## config.mk

```make
export PLATFORM = sky130hd
export DESIGN_NAME = uart_tx_reporter
export DESIGN_NICKNAME = d
export VERILOG_FILES = /design/src/rtl/uart_pkg.sv /design/src/rtl/uart_sync_fifo.sv /design/src/rtl/uart_tx_reporter.sv
export SDC_FILE = /design/constraint.sdc
export NUM_CORES = 1
export LEC_CHECK = 0
export CAP_MARGIN = 20
export CORE_MARGIN = 2
export CORE_UTILIZATION = 31
export CTS_CLUSTER_SIZE = 20
export DETAILED_ROUTE_END_ITERATION = 12
export SLEW_MARGIN = 20
export SYNTH_ARGS = -nofsm -noshare
export SYNTH_HDL_FRONTEND = slang
export SYNTH_SLANG_ARGS = --single-unit
```

## constraint.sdc

```tcl
create_clock -name clk -period 8.5 [get_ports clk]
set_input_delay 1.275 -clock clk [delete_from_list [all_inputs] [get_ports clk]]
set_output_delay 1.275 -clock clk [all_outputs]
set_load 0.01 [all_outputs]
```

## src/rtl/uart_pkg.sv

```systemverilog
// Shared UART definitions: FSM state encoding and baud/frame arithmetic helpers.
package uart_pkg;

  typedef enum logic [2:0] {
    IDLE,
    START,
    DATA,
    PARITY,
    STOP
  } uart_state_e;

  // Clock cycles per bit, rounded to nearest.
  function automatic int unsigned baud_div(input int unsigned clk_freq,
                                           input int unsigned baud);
    return (clk_freq + baud / 2) / baud;
  endfunction

  // Clock cycles per complete frame (start + 8 data + optional parity + stop bits).
  function automatic int unsigned frame_len(input int unsigned div,
                                            input int unsigned parity_en,
                                            input int unsigned stop_bits);
    return div * (1 + 8 + parity_en + stop_bits);
  endfunction

endpackage

```

## src/rtl/uart_sync_fifo.sv

```systemverilog
// Register-based synchronous FIFO with first-word fall-through read data.
module uart_sync_fifo #(
  parameter int unsigned DATA_W = 8,
  parameter int unsigned DEPTH  = 8
) (
  input  logic                     clk,
  input  logic                     rst,
  input  logic                     push,
  input  logic [DATA_W-1:0]        wr_data,
  input  logic                     pop,
  output logic [DATA_W-1:0]        rd_data,
  output logic                     full,
  output logic                     empty,
  output logic [$clog2(DEPTH):0]   level
);

  localparam int unsigned PTR_W = $clog2(DEPTH);
  localparam int unsigned LVL_W = PTR_W + 1;

  logic [DATA_W-1:0] mem [DEPTH];
  logic [PTR_W-1:0]  wr_ptr;
  logic [PTR_W-1:0]  rd_ptr;
  logic [LVL_W-1:0]  lvl_q;
  logic              push_ok;
  logic              pop_ok;

  // Overflow/underflow requests are dropped so stored data is never corrupted.
  assign push_ok = push & ~full;
  assign pop_ok  = pop & ~empty;

  // Pointer and occupancy tracking; pointers wrap naturally since DEPTH is a power of 2.
  always_ff @(posedge clk) begin
    if (rst) begin
      wr_ptr <= '0;
      rd_ptr <= '0;
      lvl_q  <= '0;
    end else begin
      if (push_ok) wr_ptr <= wr_ptr + PTR_W'(1);
      if (pop_ok)  rd_ptr <= rd_ptr + PTR_W'(1);
      lvl_q <= lvl_q + LVL_W'(push_ok) - LVL_W'(pop_ok);
    end
  end

  // Storage write; contents need no reset because occupancy gates every read.
  always_ff @(posedge clk) begin
    if (push_ok) mem[wr_ptr] <= wr_data;
  end

  assign rd_data = mem[rd_ptr];
  assign full    = (lvl_q == LVL_W'(DEPTH));
  assign empty   = (lvl_q == '0);
  assign level   = lvl_q;

endmodule

```

## src/rtl/uart_tx_reporter.sv

```systemverilog
// UART transmitter: queues status bytes in a FIFO and serialises them LSB first on uart_txd.
module uart_tx_reporter
  import uart_pkg::*;
#(
  parameter int unsigned CLK_FREQ   = 50_000_000,
  parameter int unsigned BAUD       = 115200,
  parameter int unsigned FIFO_DEPTH = 8,
  parameter int unsigned PARITY_EN  = 0,
  parameter int unsigned PARITY_ODD = 0,
  parameter int unsigned STOP_BITS  = 1
) (
  input  logic                          clk,
  input  logic                          rst,
  input  logic [7:0]                    tx_data,
  input  logic                          tx_valid,
  output logic                          tx_ready,
  output logic                          uart_txd,
  output logic                          tx_busy,
  output logic [$clog2(FIFO_DEPTH):0]   fifo_level
);

  localparam int unsigned BAUD_DIV = baud_div(CLK_FREQ, BAUD);
  localparam int unsigned CNT_W    = (BAUD_DIV > 1) ? $clog2(BAUD_DIV) : 1;
  localparam int unsigned LVL_W    = $clog2(FIFO_DEPTH) + 1;

  uart_state_e       state_q, state_d;
  logic [CNT_W-1:0]  baud_q, baud_d;
  logic [2:0]        bit_q, bit_d;
  logic [7:0]        shift_q, shift_d;
  logic              par_q, par_d;
  logic              line_c;
  logic              pop_c;
  logic              push_c;
  logic              bit_end_c;
  logic [7:0]        fifo_rd_data;
  logic              fifo_full;
  logic              fifo_empty;
  logic [LVL_W-1:0]  level_nxt_c;

  assign push_c      = tx_valid & tx_ready & ~fifo_full;
  assign bit_end_c   = (baud_q == CNT_W'(BAUD_DIV - 1));
  assign level_nxt_c = fifo_level + LVL_W'(push_c) - LVL_W'(pop_c);

  uart_sync_fifo #(
    .DATA_W (8),
    .DEPTH  (FIFO_DEPTH)
  ) u_fifo (
    .clk     (clk),
    .rst     (rst),
    .push    (push_c),
    .wr_data (tx_data),
    .pop     (pop_c),
    .rd_data (fifo_rd_data),
    .full    (fifo_full),
    .empty   (fifo_empty),
    .level   (fifo_level)
  );

  // FSM, baud/bit counters, shift register and parity accumulator state.
  always_ff @(posedge clk) begin
    if (rst) begin
      state_q <= IDLE;
      baud_q  <= '0;
      bit_q   <= '0;
      shift_q <= '0;
      par_q   <= 1'b0;
    end else begin
      state_q <= state_d;
      baud_q  <= baud_d;
      bit_q   <= bit_d;
      shift_q <= shift_d;
      par_q   <= par_d;
    end
  end

  // Next-state, line level and FIFO pop decisions.
  always_comb begin
    state_d = state_q;
    baud_d  = baud_q;
    bit_d   = bit_q;
    shift_d = shift_q;
    par_d   = par_q;
    line_c  = 1'b1;
    pop_c   = 1'b0;

    unique case (state_q)
      IDLE: begin
        baud_d = '0;
        bit_d  = '0;
        if (!fifo_empty) begin
          pop_c   = 1'b1;
          shift_d = fifo_rd_data;
          par_d   = 1'b0;
          state_d = START;
        end
      end

      START: begin
        line_c = 1'b0;
        if (bit_end_c) begin
          baud_d  = '0;
          bit_d   = '0;
          state_d = DATA;
        end else begin
          baud_d = baud_q + CNT_W'(1);
        end
      end

      DATA: begin
        line_c = shift_q[0];
        if (bit_end_c) begin
          baud_d  = '0;
          par_d   = par_q ^ shift_q[0];
          shift_d = {1'b0, shift_q[7:1]};
          if (bit_q == 3'd7) begin
            bit_d   = '0;
            state_d = (PARITY_EN != 0) ? PARITY : STOP;
          end else begin
            bit_d = bit_q + 3'd1;
          end
        end else begin
          baud_d = baud_q + CNT_W'(1);
        end
      end

      PARITY: begin
        line_c = par_q ^ 1'(PARITY_ODD);
        if (bit_end_c) begin
          baud_d  = '0;
          bit_d   = '0;
          state_d = STOP;
        end else begin
          baud_d = baud_q + CNT_W'(1);
        end
      end

      STOP: begin
        line_c = 1'b1;
        if (bit_end_c) begin
          baud_d = '0;
          if (bit_q == 3'(STOP_BITS - 1)) begin
            bit_d = '0;
            // Chain straight into the next start bit when more bytes are queued.
            if (!fifo_empty) begin
              pop_c   = 1'b1;
              shift_d = fifo_rd_data;
              par_d   = 1'b0;
              state_d = START;
            end else begin
              state_d = IDLE;
            end
          end else begin
            bit_d = bit_q + 3'd1;
          end
        end else begin
          baud_d = baud_q + CNT_W'(1);
        end
      end

      default: state_d = IDLE;
    endcase
  end

  // Registered outputs; ready looks ahead at the post-edge FIFO level so it never lags full.
  always_ff @(posedge clk) begin
    if (rst) begin
      uart_txd <= 1'b1;
      tx_busy  <= 1'b0;
      tx_ready <= 1'b0;
    end else begin
      uart_txd <= line_c;
      tx_busy  <= (state_q != IDLE) || !fifo_empty;
      tx_ready <= (level_nxt_c != LVL_W'(FIFO_DEPTH));
    end
  end

endmodule

```

After elaboration in Yosys (flattened, before gate mapping). Memories as Yosys holds them, arrays and structs flattened. A register that Yosys moved wholly into a read port is not among the register bits. Index checks and enable logic that the tools add are counted.

Add/subtract/negate cells: 8. Equal/unequal tests: 16. Mux-type cells: 36. Bitwise operators: 7. Reduce and logical (&&, ||, !) cells: 14.

Operator list (number): 2-to-1 mux 3 bit (14); 2-to-1 mux 8 bit (4); one-hot mux 8 bit (3 select lines) (1); one-hot mux 9 bit (2 select lines) (1); one-hot mux 3 bit (5 select lines) (1); inequality test 2 bit, second input constant (7); one-hot mux 3 bit (4 select lines) (1); 2-to-1 mux 1 bit (10); adder 3 x 1 -> 3 bit, second input constant (3); adder 9 x 1 -> 9 bit, second input constant (1); equality test 9 bit, second input constant (1); 2-to-1 mux 9 bit (1); adder 4 x 1 -> 4 bit (2); AND reduction 4 bit (2); subtractor 4 x 1 -> 4 bit (2); AND reduction 7 bit (1); equality test 3 x 2 -> 1 bit, second input constant (2); equality test 3 bit, second input constant (2); zero test 3 bit (2); one-hot mux 1 bit (3 select lines) (2); nonzero test 3 bit (2); AND 1 bit (4); equality test 4 bit, second input constant (1); zero test 4 bit (1); other kinds (12) (13).

Flip-flop bits (word level): 37. RAM bits: 64. Input bits: 11. Output and inout port bits: 7. Logic and storage cells: 93. Memories: 1.

Memory list: u_fifo.mem (depth 8, bits a word 8, rd ports 1, clocked after memory_dff 1, write ports 1, RTL line uart_sync_fifo.sv:20) `logic [DATA_W-1:0] mem [DEPTH];`.

Longest topological paths before layout. Gate-level depths: netlist of the first run.

Depth in word-level cells: 8. Mapped depth: 13. Depth with buffers taken out: 13.

By module. From an unflattened synthesis of the first run, not the netlist that was laid out.

Cell total of the unflattened synthesis: 380. Area, all modules: 4986.0 um2.

Modules (own cells, without submodules): uart_sync_fifo (instances 1, cells an instance 174, area an instance 3180.6 um2, seq. area each 2182.1 um2); uart_tx_reporter (instances 1, cells an instance 206, area an instance 1805.5 um2, seq. area each 540.5 um2).

Worst setup path after synthesis of the first run. OpenSTA, ideal clock, no wires.

Kind: input to register. Start point: input tx_valid. End point: memory u_fifo.mem[0][0] (enable). Library setup time: 383 ps. Arrival: 2484 ps. Required time: 8117 ps. Path slack: 5633 ps. Cell stages on the path: 4. Path buffers: 0. Cell sequence: nand2_1 a21oi_1 nand2b_1 nor3_1.

Word-level cells in the longest chain between the ends: 5.

Ends and longest elaborated chain: from (decl) (RTL line uart_tx_reporter.sv:15) `input logic tx_valid,`; AND 1 bit (2 in a row) (RTL line uart_tx_reporter.sv:40) `assign push_c = tx_valid & tx_ready & ~fifo_full;`; AND 1 bit (RTL line uart_sync_fifo.sv:28) `assign push_ok = push & ~full;`; named net u_fifo.push_ok (RTL line uart_sync_fifo.sv:24) `logic push_ok;`; 2-to-1 mux 1 bit (RTL line uart_sync_fifo.sv:46) `if (push_ok) mem[wr_ptr] <= wr_data;`; 2-to-1 mux 1 bit (implied by the code) (RTL line uart_sync_fifo.sv:46); to (decl) (RTL line uart_sync_fifo.sv:20).

The timed path passes the listed nets, and every way through them passes these cells.

Final worst setup path of the first run.
Start point: input tx_valid. End point: memory u_fifo.mem[2][7] (enable).

Same word-level chain as after synthesis.

==> out/qor.csv, run 1 <==
stage,metric,value,unit
status,run_status,"complete, no violations",
yosys,yosys.area_share.simple,10.2,%
setup_path,path_cells,clkdlybuf4s50_1 -> nand2_1 -> a21oi_1 -> nand2b_1 -> nor2_1,
setup_path,reg2reg_to,u_fifo.level[2],
sta,tightestPinTransition,0.906,ns
sta,fin_tns_setup,0,ns
sta,min_period,3.12,ns
setup_path,critPathRequiredTime,8.49,ns
yosys,synth-async-reset-ratio,0,%
clocking,cts-hold-fix-buffers,0,
pwr,pwr-share-comb,27.5,%
placement,place_hpwl,6040,um
setup_path,r2r_slack,5.51,ns
layout,final_core_util,36.6,%
hold_path,hp-class,reg2reg,
detailed_routing,vias,2654,
yosys,yosysTopAreaCell,edfxtp_1,
sta,finClkSkew,0.00762,ns
setup_path,cpPeakStageDelay,0.60,ns
clocking,cts_sinks,104,
setup_path,critPathArrivalTime,3.11,ns
pwr,pwr-share-clk,27.7,%
sta,fmax,321,MHz
floorplan,die_width,124,um
floorplan,io_pins,18,
floorplan,die-area,15400,um2
detailed_routing,drt_iter0_drc,259,
hold_path,hold_depth,1,
setup_path,end_kind,flop,
layout,drive_above_1_share,12.0,%
setup_path,crit_type,in2reg,
detailed_routing,wire_per_inst,16.3,um
floorplan,coreArea,14000,um2
yosys,synth_compound_area_share,9.54,%
setup_path,crit_slowest_cell,nor2_1,
detailed_routing,drc,0,
grt,overflow,0,
pwr,powerDensity,286,nW/um2
yosys,synth.avg_cell_area,13.5,um2
yosys,post-synth-top-area-fraction,42.9,%
layout,syn_to_final_growth,14.2,%
grt,grt_max_degree,26,
sta,drv_slew,0,
yosys,synth_edf_count,64,
detailed_routing,wl_met1,4220,um
pwr,ir_drop,0.127,mV
grt,grt_antenna_before_repair,0,
floorplan,die_h,124,um
sta,rsz0062_at_grt,no,
clocking,cts-htree-levels,3,
clocking,clock_path_buffers,2,
hold_path,min_from,shift_q[3],
sta,max-slew-margin-rel,39.4,%
detailed_routing,top_layer_used,met4,
clocking,clk_latency,0.35,ns
detailed_routing,final_antenna_net_count,0,
pwr,switching_share,30.4,%
clocking,numCtsBuffers,9,
clocking,cts_root_buf,clkbuf_16,
yosys,synth_top_family_by_area,simple AND/OR/NAND/NOR gates,
detailed_routing,viasPerCell,5.01,
yosys,yosys_warnings,0,
hold_path,hold_end,shift_q[3],
grt,grt_usage,11.6,%
yosys,syn-instance-count,332,
setup_path,crit_buf_inv,1,
yosys,syn_area,4480,um2
floorplan,rows,43,
setup_path,worst-path-stages,5,
clocking,clkTransAtPathRegs,0.07,ns
sta,hold_viol_final,0,
clocking,cts_resized,0,
placement,globalplace.congestion,0.775,
pwr,pwr-share-seq,44.8,%
setup_path,reg2regPathDepth,10,
grt,grt_pass1_vias,2610,
pwr,internal-power,1020,uW
setup_path,path_max_fanout,8,
pwr,p_sw,446,uW
yosys,synth_seq_area_share,60.7,%
setup_path,r2r_start,baud_q[2],
yosys,yosysMostFrequentCell,edfxtp_1,
layout,fin_nets,374,
yosys,synth.top_cells.by_area,"edfxtp_1, dfxtp_1, mux4_2, ha_1, nand2b_1",
layout,diodes,0,
clocking,cts_tree,done,
pwr,power,1470,uW
grt,grt_pass1_wl,14200,um
sta,fin_crit_sh,36.7,%
setup_path,crit_family,simple AND/OR/NAND/NOR gates,
clocking,postCtsSetupBuffers,0,
yosys,yosys-top-cells-count,"edfxtp_1, dfxtp_1, nor2_1",
sta,setup_viol,0,
floorplan,initial_utilization,32.1,%
job,maxCapViolations,0,
detailed_routing,wl_met2,4010,um
yosys,synth-seq-cells,104,
pwr,power_leakage,0.00171,uW
detailed_routing,drt_pre_antenna_iters,4,
yosys,ys.flop_type,edfxtp_1,
yosys,synth_cell_type_count,50,
yosys,synth_nets,361,
setup_path,cp-start-kind,primary input,
yosys,synthMuxAreaShare,9.43,%
detailed_routing,wl_met3,289,um
placement,placement.io_buffers,17,
detailed_routing,wl,8670,um
yosys,synth_fa_ha_area_share,5.36,%
yosys,synth_xor_area_share,1.76,%
==> cell usage in the layout, fill, tap and decap left out, types with 3 or more instances in the layout <==
| cell type | n |
|---|---|
| o22a_1 | 7 |
| o21ai_0 | 8 |
| nand2_1 | 9 |
| o22ai_1 | 3 |
| dfxtp_1 | 39 |
| xor2_1 | 7 |
| nor2b_1 | 5 |
| a32o_1 | 7 |
| o31ai_1 | 3 |
| inv_1 | 20 |
| nand2b_1 | 17 |
| clkdlybuf4s50_1 | 17 |
| nand4_1 | 6 |
| nor2_1 | 25 |
| clkbuf_16 | 9 |
| a21o_1 | 5 |
| edfxtp_1 | 64 |
| mux4_2 | 16 |
| or2_2 | 3 |
| ha_1 | 16 |
| a21oi_1 | 13 |
| a31oi_1 | 3 |
| inv_8 | 3 |
| mux2i_1 | 4 |
==> how the worst max path moves through the flow <==
stage | from | to | slack [ns]
global placement | tx_valid | u_fifo.mem[0][7] | 4.73
floorplan | tx_valid | u_fifo.mem[0][0] | 5.63
global route | tx_valid | u_fifo.mem[3][0] | 5.18
finish | tx_valid | u_fifo.mem[2][7] | 5.38
CTS | tx_valid | u_fifo.mem[0][4] | 5.04
detailed placement | tx_valid | u_fifo.mem[0][1] | 4.63
==> area by class of cell <==
cell class                 count  area (um2)
fill                        1332        8870
clock inverter                 6        58.8
inverter                      20        75.1
clock buffer                  10         229
sequential                   104        2720
timing repair buffer          17         170
tap                          180         225
multi-input combinational    193        1640
==> routing by layer <==
metal,GRT usage [%],vias up
met2,18.0,44
met1,15.9,1321
met3,2.75,10
li1,-,1279
met5,0,-
met4,4.36,0
==> worst register-to-register path, cell delays in order, from the launching register on <==
cell     delay (ns)
dfxtp_1        0.36
or4b_1         0.64
o31a_1         0.38
nor2_1         0.32
ha_1           0.30
inv_1          0.06
ha_1           0.15
inv_1          0.05
fa_1           0.37
xor2_1         0.15
nor2_1         0.06
==> stage by stage <==
step                      worst slack [ns]  instance area, um2  instances  hold WS (ns)
after floorplan                       5.63                4480        332         0.433
after global placement                4.73                4820        514         0.441
after detailed placement              4.63                4820        514         0.446
after CTS                             5.04                5110        530         0.463
after global routing                  5.18                5120        530         0.474
final                                 5.38                5120        530         0.457
==> registers in the layout, indices dropped and copies added (netlist names), 3 cells and up, named ones only <==
name           cells
u_fifo.wr_ptr      3
shift_q            8
u_fifo.mem        64
u_fifo.rd_ptr      3
u_fifo.level       4
bit_q              3
state_q            3
baud_q             9
==> power groups by stage <==
stage	Sequential [uW]	Clock, uW	Combinational [uW]
after CTS	659	416	407
after global placement	667	0	396
after floorplan	640	0	327
final	657	405	403
after global routing	669	438	451
after detailed placement	669	0	404
==> cell families (layout without fill, tap and decap cells) <==
family / after synthesis / count (layout)
muxes: 22 / 22
DFF: 104 / 104
and+or+nand+nor: 84 / 84
adders and majority gates: 18 / 18
buffers and inverters: 35 / 53
AOI/OAI and AO/OA: 60 / 60
xor gates and xnor gates: 9 / 9
Note: power is estimated with default switching activity, not from simulation.
==> inputs of run 2 (changes only) <==
- clock period: 8.5 -> 2.9 ns (I/O delays scaled with it)
==> run 2 against run 1 <==
Against the previous run: via count rose by 1.7%; critical path depth is 5 higher; combinational power rose to 3.2 times the previous value; sequential power increased to 2.8 times the previous value; wire length is 7.0% lower; hold slack improved by 0.0045 ns; register-to-register slack lost 5.3 ns; total power grew to 3.0 times the previous value; die area stayed put; count of clock-buffer cells in the layout is 1 lower; cell count grew 3.2%.
==> out/qor.csv, run 2 (synthesis results as in run 1) <==
stage,metric,value,unit
status,run_status,"complete, no violations",
hold_path,hp-class,reg2reg,
pwr,pwr-share-comb,30.0,%
clocking,cts-htree-levels,3,
pwr,ir_drop,0.341,mV
pwr,powerDensity,825,nW/um2
pwr,switching_share,29.9,%
sta,rsz0062_at_grt,no,
pwr,pwr-share-seq,43.0,%
sta,tightestPinTransition,0.804,ns
setup_path,path_max_fanout,6,
detailed_routing,vias,2699,
sta,fin_crit_sh,94.0,%
clocking,numCtsBuffers,9,
sta,min_period,2.73,ns
grt,overflow,0,
setup_path,end_kind,flop,
layout,syn_to_final_growth,16.9,%
grt,grt_pass1_vias,2641,
floorplan,coreArea,14000,um2
placement,globalplace.congestion,0.769,
job,maxCapViolations,0,
clocking,clk_latency,0.34,ns
detailed_routing,wl,8060,um
layout,fin_nets,391,
setup_path,r2r_slack,0.17,ns
layout,diodes,0,
placement,place_ws,0.0873,ns
floorplan,die-area,15400,um2
clocking,cts_root_buf,clkbuf_16,
setup_path,r2r_start,baud_q[2],
placement,place_area,4950,um2
pwr,internal-power,3030,uW
grt,grt_pass1_wl,13400,um
layout,largest_reg_flops,64,
floorplan,io_pins,18,
sta,finClkSkew,0.00881,ns
pwr,pwr-share-clk,27.0,%
clocking,cts_sinks,104,
sta,drv_slew,0,
layout,drive_above_1_share,16.1,%
clocking,postCtsSetupBuffers,0,
clocking,clock_path_buffers,2,
layout,n_fill_cell,1349,
sta,max-slew-margin-rel,46.3,%
pwr,power_leakage,0.00179,uW
placement,place_hpwl,5500,um
detailed_routing,drc,0,
setup_path,crit_start,baud_q[2],
layout,layout_common_cells,"edfxtp_1, dfxtp_1, nor2_1, inv_1",
detailed_routing,viasPerCell,4.93,
layout,top_regs,"u_fifo.mem (64), baud_q (9), shift_q (8)",
detailed_routing,wire_per_inst,14.7,um
clocking,cts_tree,done,
placement,placement.io_buffers,17,
hold_path,min_from,shift_q[3],
detailed_routing,final_antenna_net_count,0,
sta,setup_viol,0,
sta,fin_tns_setup,0,ns
floorplan,initial_utilization,32.1,%
sta,setup_slack,0.173,ns
floorplan,die_width,124,um
clocking,clkTransAtPathRegs,0.07,ns
detailed_routing,drt_iter0_drc,149,
floorplan,die_h,124,um
layout,layout_commonest_cell,edfxtp_1,
floorplan,rows,43,
setup_path,critPathArrivalTime,2.96,ns
hold_path,hold_depth,1,
layout,max_flop_register,u_fifo.mem,
setup_path,reg2regPathDepth,10,
layout,design_area,5240,um2
setup_path,crit_type,reg2reg,
grt,grt_antenna_before_repair,0,
setup_path,cp-start-kind,flop,
pwr,power,4330,uW
detailed_routing,drt_pre_antenna_iters,4,
grt,grt_usage,10.8,%
grt,grt_max_degree,26,
pwr,p_sw,1300,uW
sta,hold_viol_final,0,
setup_path,critPathRequiredTime,3.13,ns
sta,fmax,367,MHz
[run 2: layout make-up]
type	count	area, um2	share of cell area (%)
Timing Repair Buffer	34	298	5.68
Inverter	20	75.1	1.43
Clock inverter	7	60.1	1.15
Tap cell	180	225	4.29
Sequential cell	104	2720	51.9
Clock buffer	9	225	4.29
Multi-Input combinational cell	193	1640	31.2
[run 2: per-stage QoR]
| step | utilization [%] | hold slack, ns | std cells |
|---|---|---|---|
| floorplan | - | 0.433 | 332 |
| global placement | 35.4 | 0.440 | 531 |
| detailed placement | 35.4 | 0.449 | 531 |
| CTS | 37.4 | 0.466 | 547 |
| global route | 37.5 | 0.500 | 547 |
| finish | 37.5 | 0.462 | 547 |
[run 2: critical path, stage by stage, from the launching register on]
cell and delay (ns):
dfxtp_2 0.35, or4b_4 0.55, o31a_1 0.37, nor2_1 0.11, ha_1 0.23, inv_1 0.05
ha_1 0.15, inv_1 0.06, fa_2 0.50, nor3b_2 0.14, a21oi_1 0.08
[run 2: per-layer routing]
layer | global-route usage (%) | up-vias | part of all wire [%]
met4 | 3.37 | 0 | 1.3
met5 | 0 | - | 0
met1 | 13.8 | 1345 | 46
met3 | 2.62 | 8 | 2.6
met2 | 18.2 | 35 | 50
li1 | - | 1311 | -
[run 2: final timing paths]
check                                  end
worst min-delay path            shift_q[3]
worst max-delay path              tx_ready
worst max register to register    tx_ready
worst min register to register  shift_q[3]
[run 2: power by group through the flow]
stage / clock [uW] / sequential, uW / combinational (uW)
floorplan: 0 / 1880 / 958
global placement: 0 / 1890 / 1280
detailed placement: 0 / 1900 / 1300
CTS: 1190 / 1860 / 1310
global route: 1250 / 1890 / 1470
finish: 1170 / 1860 / 1300
[run 2: what timing repair did]
item	in CTS	in global routing
hold buffers	0	0
setup endpoints to repair	0	1
hold endpoints to repair	0	0
resized for setup	0	4
